File: config.mk
export PLATFORM = sky130hd
export DESIGN_NAME = pipeline_tracker
export DESIGN_NICKNAME = d
export VERILOG_FILES = /design/src/rtl/forwarding_unit_pkg.sv /design/src/rtl/pipeline_tracker_pkg.sv /design/src/rtl/pipeline_stage_reg.sv /design/src/rtl/pipeline_tracker.sv
export SDC_FILE = /design/constraint.sdc
export NUM_CORES = 1
export LEC_CHECK = 0
export CAP_MARGIN = 20
export CORE_ASPECT_RATIO = 1.1
export CORE_MARGIN = 2
export CORE_UTILIZATION = 47
export CTS_CLUSTER_SIZE = 14
export DETAILED_ROUTE_END_ITERATION = 7
export HOLD_SLACK_MARGIN = 0.06
export MAX_ROUTING_LAYER = met4
export PLACE_DENSITY = 0.84
export SYNTH_ARGS = -nofsm -noshare
export SYNTH_HDL_FRONTEND = slang
export SYNTH_SLANG_ARGS = --single-unit
File: constraint.sdc
create_clock -name clock -period 3.1 [get_ports clock]
set_input_delay 0.62 -clock clock [delete_from_list [all_inputs] [get_ports clock]]
set_output_delay 0.62 -clock clock [all_outputs]
set_load 0.03 [all_outputs]
File: src/rtl/forwarding_unit_pkg.sv
// forwarding_unit_pkg
// Types shared by the forwarding unit and the blocks that feed it.
// forwarding_type_t is the forwarding class of an instruction. It tells the
// forwarding unit where that instruction consumes its source operands.
package forwarding_unit_pkg;

    typedef enum logic [1:0] {
        NoForward            = 2'd0,
        ForwardExecute       = 2'd1,
        ForwardExecuteMemory = 2'd2,
        ForwardDecode        = 2'd3
    } forwarding_type_t;

endpackage

File: src/rtl/pipeline_tracker_pkg.sv
// pipeline_tracker_pkg
// Holds the per-stage record that follows an instruction through EX, MEM and
// WB, and the bubble value that a stage loads when it is squashed.
package pipeline_tracker_pkg;

    import forwarding_unit_pkg::*;

    localparam int RegAddrW = 5;

    typedef struct packed {
        logic [RegAddrW-1:0] rd;
        logic [RegAddrW-1:0] rs1;
        logic [RegAddrW-1:0] rs2;
        logic                reg_we;
        logic                mem_read;
        forwarding_type_t    forwarding_type;
    } stage_info_t;

    localparam stage_info_t BubbleStage = '{
        rd:              '0,
        rs1:             '0,
        rs2:             '0,
        reg_we:          1'b0,
        mem_read:        1'b0,
        forwarding_type: NoForward
    };

endpackage

File: src/rtl/pipeline_stage_reg.sv
// pipeline_stage_reg
// One pipeline stage record register.
//   clock  : pipeline clock
//   reset  : asynchronous active-low reset (loads BUBBLE)
//   hold   : keep the current contents (highest priority)
//   bubble : load BUBBLE instead of d
//   d      : record from the previous stage
//   q      : registered record
module pipeline_stage_reg
    import pipeline_tracker_pkg::*;
#(
    parameter type T      = stage_info_t,
    parameter T    BUBBLE = BubbleStage
) (
    input  logic clock,
    input  logic reset,
    input  logic hold,
    input  logic bubble,
    input  T     d,
    output T     q
);

    always_ff @(posedge clock or negedge reset) begin
        if (!reset) begin
            q <= BUBBLE;
        end else if (hold) begin
            q <= q;
        end else if (bubble) begin
            q <= BUBBLE;
        end else begin
            q <= d;
        end
    end

endmodule

File: src/rtl/pipeline_tracker.sv
// pipeline_tracker
// Tracks rd/rs/write-enable/load/forwarding-class metadata of in-flight
// instructions through EX, MEM and WB. It also generates the load-use stall
// for ID and inserts the matching bubble into EX.
// Ports:
//   clock, reset (async, active-low)
//   ID inputs : rs1_id, rs2_id, rd_id, reg_we_id, mem_read_id,
//               forwarding_type_id, flush_id
//   stall_mem : freezes every stage register
//   outputs   : per-stage rd/reg_we/rs/forwarding_type/mem_read,
//               stall_id (combinational)
// Optional build macro PIPELINE_TRACKER_STATS_EN adds the 32-bit counters
// load_use_stalls and flush_count.
module pipeline_tracker
    import forwarding_unit_pkg::*;
    import pipeline_tracker_pkg::*;
#(
    parameter int N = 5
) (
    input  logic             clock,
    input  logic             reset,
    input  logic [N-1:0]     rs1_id,
    input  logic [N-1:0]     rs2_id,
    input  logic [N-1:0]     rd_id,
    input  logic             reg_we_id,
    input  logic             mem_read_id,
    input  forwarding_type_t forwarding_type_id,
    input  logic             flush_id,
    input  logic             stall_mem,
    output logic [N-1:0]     rd_ex,
    output logic [N-1:0]     rd_mem,
    output logic [N-1:0]     rd_wb,
    output logic             reg_we_ex,
    output logic             reg_we_mem,
    output logic             reg_we_wb,
    output logic [N-1:0]     rs1_ex,
    output logic [N-1:0]     rs2_ex,
    output logic [N-1:0]     rs2_mem,
    output forwarding_type_t forwarding_type_ex,
    output forwarding_type_t forwarding_type_mem,
    output logic             mem_read_ex,
    output logic             mem_read_mem,
`ifdef PIPELINE_TRACKER_STATS_EN
    output logic [31:0]      load_use_stalls,
    output logic [31:0]      flush_count,
`endif
    output logic             stall_id
);

    stage_info_t id_rec;
    stage_info_t ex_q;
    stage_info_t mem_q;
    stage_info_t wb_q;
    logic        ld_ex;
    logic        ld_mem;
    logic        hazard_ex;
    logic        hazard_mem;

    always_comb begin
        id_rec                 = BubbleStage;
        id_rec.rd              = rd_id;
        id_rec.rs1             = rs1_id;
        id_rec.rs2             = rs2_id;
        id_rec.reg_we          = reg_we_id;
        id_rec.mem_read        = mem_read_id;
        id_rec.forwarding_type = forwarding_type_id;
    end

    // A stage only counts as a pending load if it writes a real register.
    assign ld_ex  = ex_q.mem_read  & ex_q.reg_we  & (ex_q.rd  != '0);
    assign ld_mem = mem_q.mem_read & mem_q.reg_we & (mem_q.rd != '0);

    // Store data (rs2) under ForwardExecuteMemory is picked up at MEM, so a
    // load in EX does not have to stall it.
    assign hazard_ex = ld_ex & ((ex_q.rd == rs1_id) |
                       ((ex_q.rd == rs2_id) & (forwarding_type_id != ForwardExecuteMemory)));

    // Decode-stage consumers (branches) also need to wait out a load in MEM.
    assign hazard_mem = (forwarding_type_id == ForwardDecode) & ld_mem &
                        ((mem_q.rd == rs1_id) | (mem_q.rd == rs2_id));

    assign stall_id = ~flush_id & (hazard_ex | hazard_mem);

    pipeline_stage_reg u_ex_reg (
        .clock  (clock),
        .reset  (reset),
        .hold   (stall_mem),
        .bubble (stall_id | flush_id),
        .d      (id_rec),
        .q      (ex_q)
    );

    pipeline_stage_reg u_mem_reg (
        .clock  (clock),
        .reset  (reset),
        .hold   (stall_mem),
        .bubble (1'b0),
        .d      (ex_q),
        .q      (mem_q)
    );

    pipeline_stage_reg u_wb_reg (
        .clock  (clock),
        .reset  (reset),
        .hold   (stall_mem),
        .bubble (1'b0),
        .d      (mem_q),
        .q      (wb_q)
    );

    assign rd_ex               = ex_q.rd;
    assign rd_mem              = mem_q.rd;
    assign rd_wb               = wb_q.rd;
    assign reg_we_ex           = ex_q.reg_we;
    assign reg_we_mem          = mem_q.reg_we;
    assign reg_we_wb           = wb_q.reg_we;
    assign rs1_ex              = ex_q.rs1;
    assign rs2_ex              = ex_q.rs2;
    assign rs2_mem             = mem_q.rs2;
    assign forwarding_type_ex  = ex_q.forwarding_type;
    assign forwarding_type_mem = mem_q.forwarding_type;
    assign mem_read_ex         = ex_q.mem_read;
    assign mem_read_mem        = mem_q.mem_read;

`ifdef PIPELINE_TRACKER_STATS_EN
    always_ff @(posedge clock or negedge reset) begin
        if (!reset) begin
            load_use_stalls <= '0;
            flush_count     <= '0;
        end else if (!stall_mem) begin
            if (stall_id) load_use_stalls <= load_use_stalls + 32'd1;
            if (flush_id) flush_count     <= flush_count + 32'd1;
        end
    end
`endif

endmodule

==> summary.md, run 1 <==
| Metric | Value |
|---|---|
| Flop2flop setup slack | 850 ps |
| Adder-Cell Fraction of Synth Area | 0 |
| Final worst-path cycle share | 0.912 |
| Multiplexer share of the synthesized area | 0.131 |
| Fin cells | 240 |
| CP endpoint kind | output pin |
| Register area share after synthesis | 0.569 |
| Syn Area/Cell | 13.8 um^2 |
| Slew headroom | 0.435 |
| Outcome | complete, no violations |
| Max-Cap Viols | 0 |
| Worst endpoint data arrival time | 2210 ps |
| Global-route wire length before repair | 5950 um |
| Buffer count from post-CTS setup fixing | 0 |
| CTS tree | done |
| Worst Path Required | 2480 ps |
| Synth top area share | 0.569 |
| Worst setup SP type | primary input |
| TritonRoute pass-1 iters | 4 |
| Setup_tns | 0 ps |
| Clk_skew | 3.96 ps |
| R2R cell count | 4 |
| Setup ws final | 272 ps |
| Clk Latency, worst-skew pair | 280 ps |
| I/O pins | 63 |
| CTS Sinks | 39 |
| Antenna violations before repair | 0 |
| PortBufs | 62 |
| Tot Pwr | 1.34 mW |
| Pleak | 1.05 nW |
| Rows | 23 |
| Finished Cell Area | 0.00247 mm^2 |
| Metal-1 WL | 1530 um |
| Fin. Hold Viols | 0 |
| Distinct cells, synth | 22 |
| GRT Residual Overflow | 0 |
| Worst min-delay path category | in2async |
| Fraction of layout cells with a size suffix above 1 | 0.226 |
| Placed standard-cell area | 0.00237 mm^2 |
| Metal3 WL | 210 um |
| Area delta synth->final | 44.1% |
| Post-synthesis xor/xnor area fraction | 0.102 |
| Fill count | 300 |
| Vias in the first global route | 1246 |
| Pwr Density | 542 mW/mm^2 |
| Slew of the pin with the lowest slew margin | 847 ps |
| Number of cells on the critical path | 7 |
| Clk slew on worst S/H paths | 70 ps |
| VDD IR max | 307 uV |
| Period minus WS final | 2830 ps |
| Utilization after layout | 0.693 |
| Post-DP HPWL | 2840 um |
| Crit-path max FO | 3 |
| Final setup viols | 0 |
| Worst flop-to-flop path startpoint | u_ex_reg.q[18]$_DFFE_PN0N_ |
| Die Width | 61.6 um |
| # nets final | 212 |
| Critical path type | in2out |
| Main combinational cell family by area after synthesis | compound AO/OA/AOI/OAI gates |
| Final GP Congestion | 0.867 |
| Dominant cell type by area after synthesis | dfrtp_1 |
| Simple-gate share of the synthesized area | 0.0372 |
| Post-synthesis cell area | 0.00172 mm^2 |
| H-tree depth | 2 |
| Detail Route Antenna Nets | 0 |
| Worst slack at placement | 308 ps |
| Initial drt markers | 44 |
| Syn nets | 147 |
| Post-synthesis compound-gate area fraction | 0.144 |
| DR vias | 1257 |
| Die Ht | 67.4 um |
| Max Root-Sink Buffers | 2 |
| Root Driver | clkbuf_8 |
| Initial Util | 0.481 |
| Post-cts resize count | 0 |
| Slowest stage delay, CP | 510 ps |
| Placed cells | 232 |
| Worst hold slack | 443 ps |
| Met2 routed WL | 1990 um |
| Largest net degree at the start of global routing | 40 |
| Syn Inst Count | 124 |
| RSZ-0062 raised after global routing | no |
| CTS Buf Count | 5 |
| Commonest non-fill, non-tap cell in the layout | clkdlybuf4s50_1 |
| Commonest non-fill, non-tap cells in the layout | clkdlybuf4s50_1 (60), dfrtp_1 (39), xnor2_1 (20), mux2_2 (20), a22o_2 (11) |
| Worst r2r dst | u_ex_reg.q[10]$_DFFE_PN0N_ |
| Slew Viols, Final | 0 |
| Core Region | 0.00357 mm^2 |
| GRT Overall Usage | 0.202 |
| Top delay family on crit path | buffers and inverters |
| Die ar. | 0.00415 mm^2 |
| Synth Register Bits | 39 |
| Ant diodes | 0 |
| Fmax | 354 MHz |
| Critical path cell sequence | clkdlybuf4s50_1 -> xnor2_1 -> nand4_1 -> o22ai_1 -> a22oi_1 -> nor2_1 -> buf_4 |
| Yosys warning total | 0 |
| Buf/Inv on CP | 2 |
| DRC errors left | 0 |
| Highest-delay cell along the critical path | clkdlybuf4s50_1 |
| Per-cell routed wire length | 15.8 um |
| Final wirelength | 3790 um |
| Synth top area cells | dfrtp_1 (57%), mux2_2 (13%), xnor2_1 (10%), a22o_2 (6.4%), a22o_1 (4.1%) |
| Post-CTS Hold Buffers | 0 |
| Drt via density | 5.24 |
| Uppermost layer routed | met4 |
## layout make-up
class,count,area [um^2],share of cell area
clock buffer,8,100,0.0405
sequential,39,976,0.395
multi-input combinational,79,711,0.287
inverter,1,3.75,0.00152
timing repair buffer,63,621,0.251
tap,50,62.6,0.0253
## power by group
group	total, mW	switching, mW	internal (mW)	leakage [nW]
Combinational	0.373	0.191	0.182	0.490
Clock	0.359	0.156	0.203	0.0515
Sequential	0.608	0.0485	0.559	0.508
Total	1.34	0.396	0.944	1.05
## worst max-delay path by stage
stage | start | endpoint | slack, ps
floorplan | rs1_id[4] | stall_id | 810
global placement | rs1_id[0] | stall_id | 350
detailed placement | rs2_id[0] | stall_id | 310
CTS | rs2_id[0] | stall_id | 310
global route | rs2_id[0] | stall_id | 220
finish | rs2_id[0] | stall_id | 270
## metal layers
metal / vias to the layer above / global-route usage
met5: - / -
li1: 585 / -
met2: 48 / 0.337
met1: 612 / 0.236
met4: 0 / 0.0665
met3: 12 / 0.0517
## Yosys cell counts
master    instances
a21oi_1           1
a221oi_4          1
a22o_1            8
a22o_2           11
a22oi_1           1
buf_1             1
buf_6             1
clkbuf_1          3
dfrtp_1          39
inv_1             1
mux2_2           20
nand2_1           3
nand3_1           3
nand4_1           2
nor2_1            2
nor3_1            1
o21ai_0           1
o22ai_1           2
o311a_1           1
or2_2             1
or3_1             1
xnor2_1          20
## sequential cells by signal (all words and copies together), names as in the netlist
name and count:
u_ex_reg.q 19, u_mem_reg.q 14, u_wb_reg.q 6
## kinds of logic after synthesis
logic type | Yosys count
simple gates | 13
buf+inv | 6
xor+xnor | 20
mux | 20
compound gates | 26
flops | 39
## worst reg2reg max path, cell delays in order (launching register included)
cell and delay (ps):
dfrtp_1 450, or3_1 400, o311a_1 340, a221oi_4 730
a22o_2 260
(Power assumes the default switching activity.)
==> run 2: changes to the inputs <==
CORE_UTILIZATION = 44   (was 47)
PLACE_DENSITY = 0.79   (was 0.84)
SKIP_LAST_GASP = 1   (was unset)
clock period = 3 ns   (was 3.1 ns; I/O delays follow)
==> run 2 against run 1 <==
Compared with the run above:
- utilization down 2.2 points
- via count shrank 0.64%
- largest cell class unchanged
- non-clock buffer count unchanged
- combinational power is 3% higher
- power grew 4.4%
- clock skew hardly changed
- clock-buffer cell count unchanged
- sequential power increased by 3.5%
- routed wire length up 5.5%
==> summary.md, run 2 (synthesis gave the netlist of run 1 again) <==
| Metric | Value |
|---|---|
| Outcome | complete, no violations (unchanged) |
| Post-CTS Hold Buffers | 0 (unchanged) |
| Placed cells | 232 (unchanged) |
| Critical path type | in2out (unchanged) |
| GRT Residual Overflow | 0 (unchanged) |
| Root Driver | clkbuf_8 (unchanged) |
| Largest net degree at the start of global routing | 40 (unchanged) |
| Worst flop-to-flop path startpoint | u_ex_reg.q[14]$_DFFE_PN0N_ (was u_ex_reg.q[18]$_DFFE_PN0N_) |
| VDD IR max | 282 uV (was 307 uV) |
| Slew of the pin with the lowest slew margin | 864 ps (was 847 ps) |
| Worst slack at placement | 282 ps (was 308 ps) |
| Worst Path Required | 2400 ps (was 2480 ps) |
| Per-cell routed wire length | 16.7 um (was 15.8 um) |
| Pleak | 1.05 nW (unchanged) |
| Final wirelength | 4000 um (was 3790 um) |
| I/O pins | 63 (unchanged) |
| Area delta synth->final | 44.1% (unchanged) |
| CP endpoint kind | output pin (unchanged) |
| Max Root-Sink Buffers | 2 (unchanged) |
| Biggest regs | u_ex_reg.q x19, u_mem_reg.q x14, u_wb_reg.q x6 (unchanged) |
| CTS tree | done (unchanged) |
| Flop2flop setup slack | 740 ps (was 850 ps) |
| Post-cts resize count | 0 (unchanged) |
| Global-route wire length before repair | 6650 um (was 5950 um) |
| Biggest register | u_ex_reg.q (unchanged) |
| Fraction of layout cells with a size suffix above 1 | 0.226 (unchanged) |
| Period minus WS final | 2730 ps |
| Clk slew on worst S/H paths | 70 ps (about the same) |
| Worst r2r dst | u_ex_reg.q[18]$_DFFE_PN0N_ (was u_ex_reg.q[10]$_DFFE_PN0N_) |
| R2R cell count | 4 (unchanged) |
| CTS Sinks | 39 (unchanged) |
| Clk Latency, worst-skew pair | 290 ps (was 280 ps) |
| Vias in the first global route | 1328 (was 1246) |
| Fin cells | 240 (unchanged) |
| Fmax | 367 MHz |
| Setup_tns | 0 ps (unchanged) |
| Core Region | 0.00368 mm^2 (was 0.00357 mm^2) |
| Max FFs per register | 19 (unchanged) |
| Buf/Inv on CP | 2 (unchanged) |
| Buffer count from post-CTS setup fixing | 0 (unchanged) |
| DRC errors left | 0 (unchanged) |
| Highest-delay cell along the critical path | clkdlybuf4s50_1 (unchanged) |
| Initial drt markers | 41 (was 44) |
| CTS Buf Count | 5 (unchanged) |
| Worst setup SP type | primary input (unchanged) |
| Rows | 23 (unchanged) |
| Detail Route Antenna Nets | 0 (unchanged) |
| Final setup viols | 0 (unchanged) |
| Finished Cell Area | 0.00247 mm^2 (unchanged) |
| PortBufs | 62 (unchanged) |
| DR vias | 1249 (was 1257) |
| Final worst-path cycle share | 0.909 |
| Antenna violations before repair | 0 (unchanged) |
| Commonest non-fill, non-tap cell in the layout | clkdlybuf4s50_1 (unchanged) |
| H-tree depth | 2 (unchanged) |
| Die Ht | 69.5 um (was 67.4 um) |
| Ant diodes | 0 (unchanged) |
| Clk_skew | 3.62 ps (was 3.96 ps) |
| Die Width | 63.6 um (was 61.6 um) |
| RSZ-0062 raised after global routing | no (unchanged) |
| Pwr Density | 565 mW/mm^2 (was 542 mW/mm^2) |
| Tot Pwr | 1.40 mW (was 1.34 mW) |
| Worst endpoint data arrival time | 2130 ps (was 2210 ps) |
| # nets final | 212 (unchanged) |
| Setup ws final | 272 ps (about the same) |
| Crit-path max FO | 3 (unchanged) |
| Die ar. | 0.00442 mm^2 (was 0.00415 mm^2) |
| Commonest non-fill, non-tap cells in the layout | clkdlybuf4s50_1 (60), dfrtp_1 (39), xnor2_1 (20), mux2_2 (20), a22o_2 (11) (unchanged) |
| Fin. Hold Viols | 0 (unchanged) |
| Post-DP HPWL | 2810 um (was 2840 um) |
| Drt via density | 5.20 (was 5.24) |
| Top delay family on crit path | buffers and inverters (unchanged) |
| Initial Util | 0.466 (was 0.481) |
| GRT Overall Usage | 0.204 (was 0.202) |
| TritonRoute pass-1 iters | 4 (unchanged) |
| Slew Viols, Final | 0 (unchanged) |
| Final GP Congestion | 0.878 (was 0.867) |
| Placed standard-cell area | 0.00237 mm^2 (unchanged) |
| Critical path cell sequence | clkdlybuf4s50_1 -> xnor2_1 -> nand3_1 -> o22ai_1 -> a22oi_1 -> nor2_1 -> buf_4 (was clkdlybuf4s50_1 -> xnor2_1 -> nand4_1 -> o22ai_1 -> a22oi_1 -> nor2_1 -> buf_4) |
| Slew headroom | 0.424 (was 0.435) |
| Worst min-delay path category | in2async (unchanged) |
| Max-Cap Viols | 0 (unchanged) |
| Slowest stage delay, CP | 550 ps (was 510 ps) |
==> run 2: layout make-up <==
class / instances / area, um^2
multi-input cells: 79 / 711
clock buffers: 8 / 100
well taps: 50 / 62.6
fillers: 303 / 1210
repair buffers: 63 / 621
flip-flops and latches: 39 / 976
inverters: 1 / 3.75
==> run 2: metal layers <==
metal | vias to the layer above | track usage | wire (um)
met5 | - | - | 0
met4 | 0 | 0.0725 | 69
met3 | 7 | 0.0552 | 214
met2 | 46 | 0.333 | 2040
met1 | 614 | 0.241 | 1680
li1 | 582 | - | -
==> run 2: worst reg2reg max path: stages (launching register included) <==
cell,delay [ps]
dfrtp_1,480
or3_1,370
o311a_1,340
a221oi_4,730
a22o_2,270
==> run 2: through the flow <==
stage / hold WS, ps / util
2_1_floorplan: 304 / -
3_3_place_gp: 486 / 0.644
3_5_place_dp: 492 / 0.644
4_1_cts: 436 / 0.672
5_1_grt: 488 / 0.672
6_report: 418 / 0.672
==> run 2: power breakdown <==
| group | switching, mW | internal, mW | total, mW | leakage, nW |
|---|---|---|---|---|
| Clock | 0.175 | 0.210 | 0.385 | 0.0515 |
| Combinational | 0.197 | 0.188 | 0.385 | 0.490 |
| Sequential | 0.0515 | 0.578 | 0.629 | 0.508 |
| Total | 0.423 | 0.975 | 1.40 | 1.05 |
==> run 2: how the worst max path moves through the flow <==
stage	start	endpoint	cells past startpoint
6_report	rs1_id[4]	stall_id	7
4_1_cts	rs1_id[4]	stall_id	7
3_3_place_gp	rs1_id[0]	stall_id	7
5_1_grt	rs2_id[0]	stall_id	7
2_1_floorplan	u_mem_reg.q[18]$_DFFE_PN0N_	stall_id	5
3_5_place_dp	rs1_id[4]	stall_id	7
==> run 3: changes to the inputs <==
GPL_TIMING_DRIVEN = 0   (was unset)
==> run 3 against run 2 <==
Compared with the run above:
- routed wire length is 3.3% higher
- power is 2.0% lower
- worst hold slack better by 1.2 ps
- combinational power is 2% higher
- utilization is 0.27 points higher
- sequential share of layout area is 0.16 points lower
- via count is 1.0% higher
- first-iteration DRC count is 54% lower
- cell area is 0.40% higher
- flip-flop and latch count stayed put
- cell count is 1.3% higher
- critical endpoint unchanged
- largest power group unchanged
==> summary.md, run 3 (synthesis gave the netlist of run 1 again) <==
| Metric | Value |
|---|---|
| Vias in the first global route | 1395 (was 1328) |
| Slew of the pin with the lowest slew margin | 857 ps (was 864 ps) |
| Worst endpoint data arrival time | 2190 ps (was 2130 ps) |
| Worst flop-to-flop path startpoint | u_ex_reg.q[18]$_DFFE_PN0N_ (was u_ex_reg.q[14]$_DFFE_PN0N_) |
| Post-cts resize count | 2 (was 0) |
| Global-route wire length before repair | 6970 um (was 6650 um) |
| Placed cells | 236 (was 232) |
| Rows | 23 (unchanged) |
| Commonest non-fill, non-tap cells in the layout | clkdlybuf4s50_1 (60), dfrtp_1 (39), xnor2_1 (20), mux2_2 (20), a22o_2 (11) (unchanged) |
| Clk Latency, worst-skew pair | 290 ps (about the same) |
| GRT Overall Usage | 0.212 (was 0.204) |
| Die Width | 63.6 um (unchanged) |
| VDD IR max | 322 uV (was 282 uV) |
| Commonest non-fill, non-tap cell in the layout | clkdlybuf4s50_1 (unchanged) |
| Slew headroom | 0.428 (was 0.424) |
| Fmax | 359 MHz (was 367 MHz) |
| Placed standard-cell area | 0.00239 mm^2 (was 0.00237 mm^2) |
| H-tree depth | 2 (unchanged) |
| Worst min-delay path category | in2async (unchanged) |
| I/O pins | 63 (unchanged) |
| Worst r2r dst | u_ex_reg.q[4]$_DFFE_PN0N_ (was u_ex_reg.q[18]$_DFFE_PN0N_) |
| Drt via density | 5.19 (was 5.20) |
| Clk_skew | 6.19 ps (was 3.62 ps) |
| Die Ht | 69.5 um (unchanged) |
| Fin cells | 243 (was 240) |
| Max-Cap Viols | 0 (unchanged) |
| Fraction of layout cells with a size suffix above 1 | 0.228 (was 0.226) |
| DR vias | 1262 (was 1249) |
| Largest net degree at the start of global routing | 40 (unchanged) |
| Max Root-Sink Buffers | 2 (unchanged) |
| Worst Path Required | 2400 ps (about the same) |
| Seq. cell area | 976 um^2 (unchanged) |
| Core Region | 0.00368 mm^2 (unchanged) |
| Area delta synth->final | 44.7% (was 44.1%) |
| CP endpoint kind | output pin (unchanged) |
| Worst setup SP type | primary input (unchanged) |
| Utilization after layout | 0.674 (was 0.672) |
| Initial Util | 0.466 (unchanged) |
| Antenna violations before repair | 0 (unchanged) |
| Buffer count from post-CTS setup fixing | 0 (unchanged) |
| Critical path type | in2out (unchanged) |
| Multi-input gate area | 717 um^2 (was 711 um^2) |
| Worst slack at placement | -250 ps (was 282 ps) |
| Biggest register | u_ex_reg.q (unchanged) |
| Root Driver | clkbuf_8 (unchanged) |
| Initial drt markers | 19 (was 41) |
| Final wirelength | 4130 um (was 4000 um) |
| Flop2flop setup slack | 870 ps (was 740 ps) |
| DRC errors left | 0 (unchanged) |
| Detail Route Antenna Nets | 0 (unchanged) |
| Final GP Congestion | 0.867 (was 0.878) |
| Pleak | 1.05 nW (about the same) |
| Max FFs per register | 19 (unchanged) |
| Crit path launch | rs2_id[2] (was rs1_id[4]) |
| Critical Path Sink | stall_id (unchanged) |
| Die ar. | 0.00442 mm^2 (unchanged) |
| Per-cell routed wire length | 17.0 um (was 16.7 um) |
| CTS Buf Count | 5 (unchanged) |
| Finished Cell Area | 0.00248 mm^2 (was 0.00247 mm^2) |
| TritonRoute pass-1 iters | 4 (unchanged) |
| Setup ws final | 214 ps (was 272 ps) |
| RSZ-0062 raised after global routing | no (unchanged) |
| Post-CTS Hold Buffers | 0 (unchanged) |
| Fill count | 309 (was 303) |
| GRT Residual Overflow | 0 (unchanged) |
| PortBufs | 62 (unchanged) |
| Final worst-path cycle share | 0.929 (was 0.909) |
| Clk slew on worst S/H paths | 70 ps (about the same) |
| Post-DP HPWL | 3100 um (was 2810 um) |
| Tot Pwr | 1.37 mW (was 1.40 mW) |
| Pwr Density | 552 mW/mm^2 (was 565 mW/mm^2) |
| Biggest regs | u_ex_reg.q x19, u_mem_reg.q x14, u_wb_reg.q x6 (unchanged) |
| Period minus WS final | 2790 ps (was 2730 ps) |
| R2R cell count | 5 (was 4) |
| Crit-path max FO | 3 (unchanged) |
| CTS tree | done (unchanged) |
| CTS Sinks | 39 (unchanged) |
| Final setup viols | 0 (unchanged) |
| Fin. Hold Viols | 0 (unchanged) |
| # nets final | 216 (was 212) |
| Outcome | complete, no violations (unchanged) |
| Ant diodes | 0 (unchanged) |
| Slew Viols, Final | 0 (unchanged) |
==> run 3: cell types whose count changed in the layout (fill, tap and decap cells not counted), sizes merged <==
cell,previous run,this run
clkbuf,8,10
clkinv,0,1
==> run 3: how the worst min path moves through the flow <==
stage,start,endpoint,slack (ps),cells past startpoint
after global placement,u_wb_reg.q[3]$_DFFE_PN0N_,u_wb_reg.q[3]$_DFFE_PN0N_,490,1
after CTS,reset,u_wb_reg.q[18]$_DFFE_PN0N_,450,1
after detailed placement,u_mem_reg.q[5]$_DFFE_PN0N_,u_mem_reg.q[5]$_DFFE_PN0N_,490,1
after floorplan,reset,u_ex_reg.q[0]$_DFFE_PN0N_,300,0
after global routing,reset,u_ex_reg.q[11]$_DFFE_PN0N_,470,1
final,reset,u_wb_reg.q[18]$_DFFE_PN0N_,420,1
==> run 3: stage by stage <==
stage / hold WS [ps] / TNS [ps]
2_1_floorplan: 304 / 0
3_3_place_gp: 486 / -240
3_5_place_dp: 492 / -250
4_1_cts: 448 / 0
5_1_grt: 467 / 0
6_report: 419 / 0
==> run 3: per-layer routing <==
layer | GRT usage | part of all wire | vias to the layer above
met3 | 0.0568 | 0.048 | 6
li1 | - | - | 593
met4 | 0.0845 | 0.0065 | 0
met5 | - | 0 | -
met2 | 0.352 | 0.54 | 42
met1 | 0.241 | 0.41 | 621
==> run 3: layout make-up <==
cell class,instances,area share
well taps,50,0.0252
inverters,1,0.00151
repair buffers,62,0.246
clock inverters,1,0.00202
flip-flops and latches,39,0.393
plain buffers,5,0.0106
multi-input cells,79,0.289
clock buffers,6,0.0332
==> run 3: worst max-delay path, cell delays in order <==
cell and delay (ps):
clkdlybuf4s50_1 550, xnor2_1 160, nand4_1 130, o22ai_1 300, a22oi_1 130, nor2_1 110
clkbuf_2 210
==> run 3: power by group <==
part / switching, mW / total [mW] / internal (mW)
logic: 0.201 / 0.391 / 0.190
clock network: 0.171 / 0.351 / 0.180
registers: 0.0515 / 0.629 / 0.578
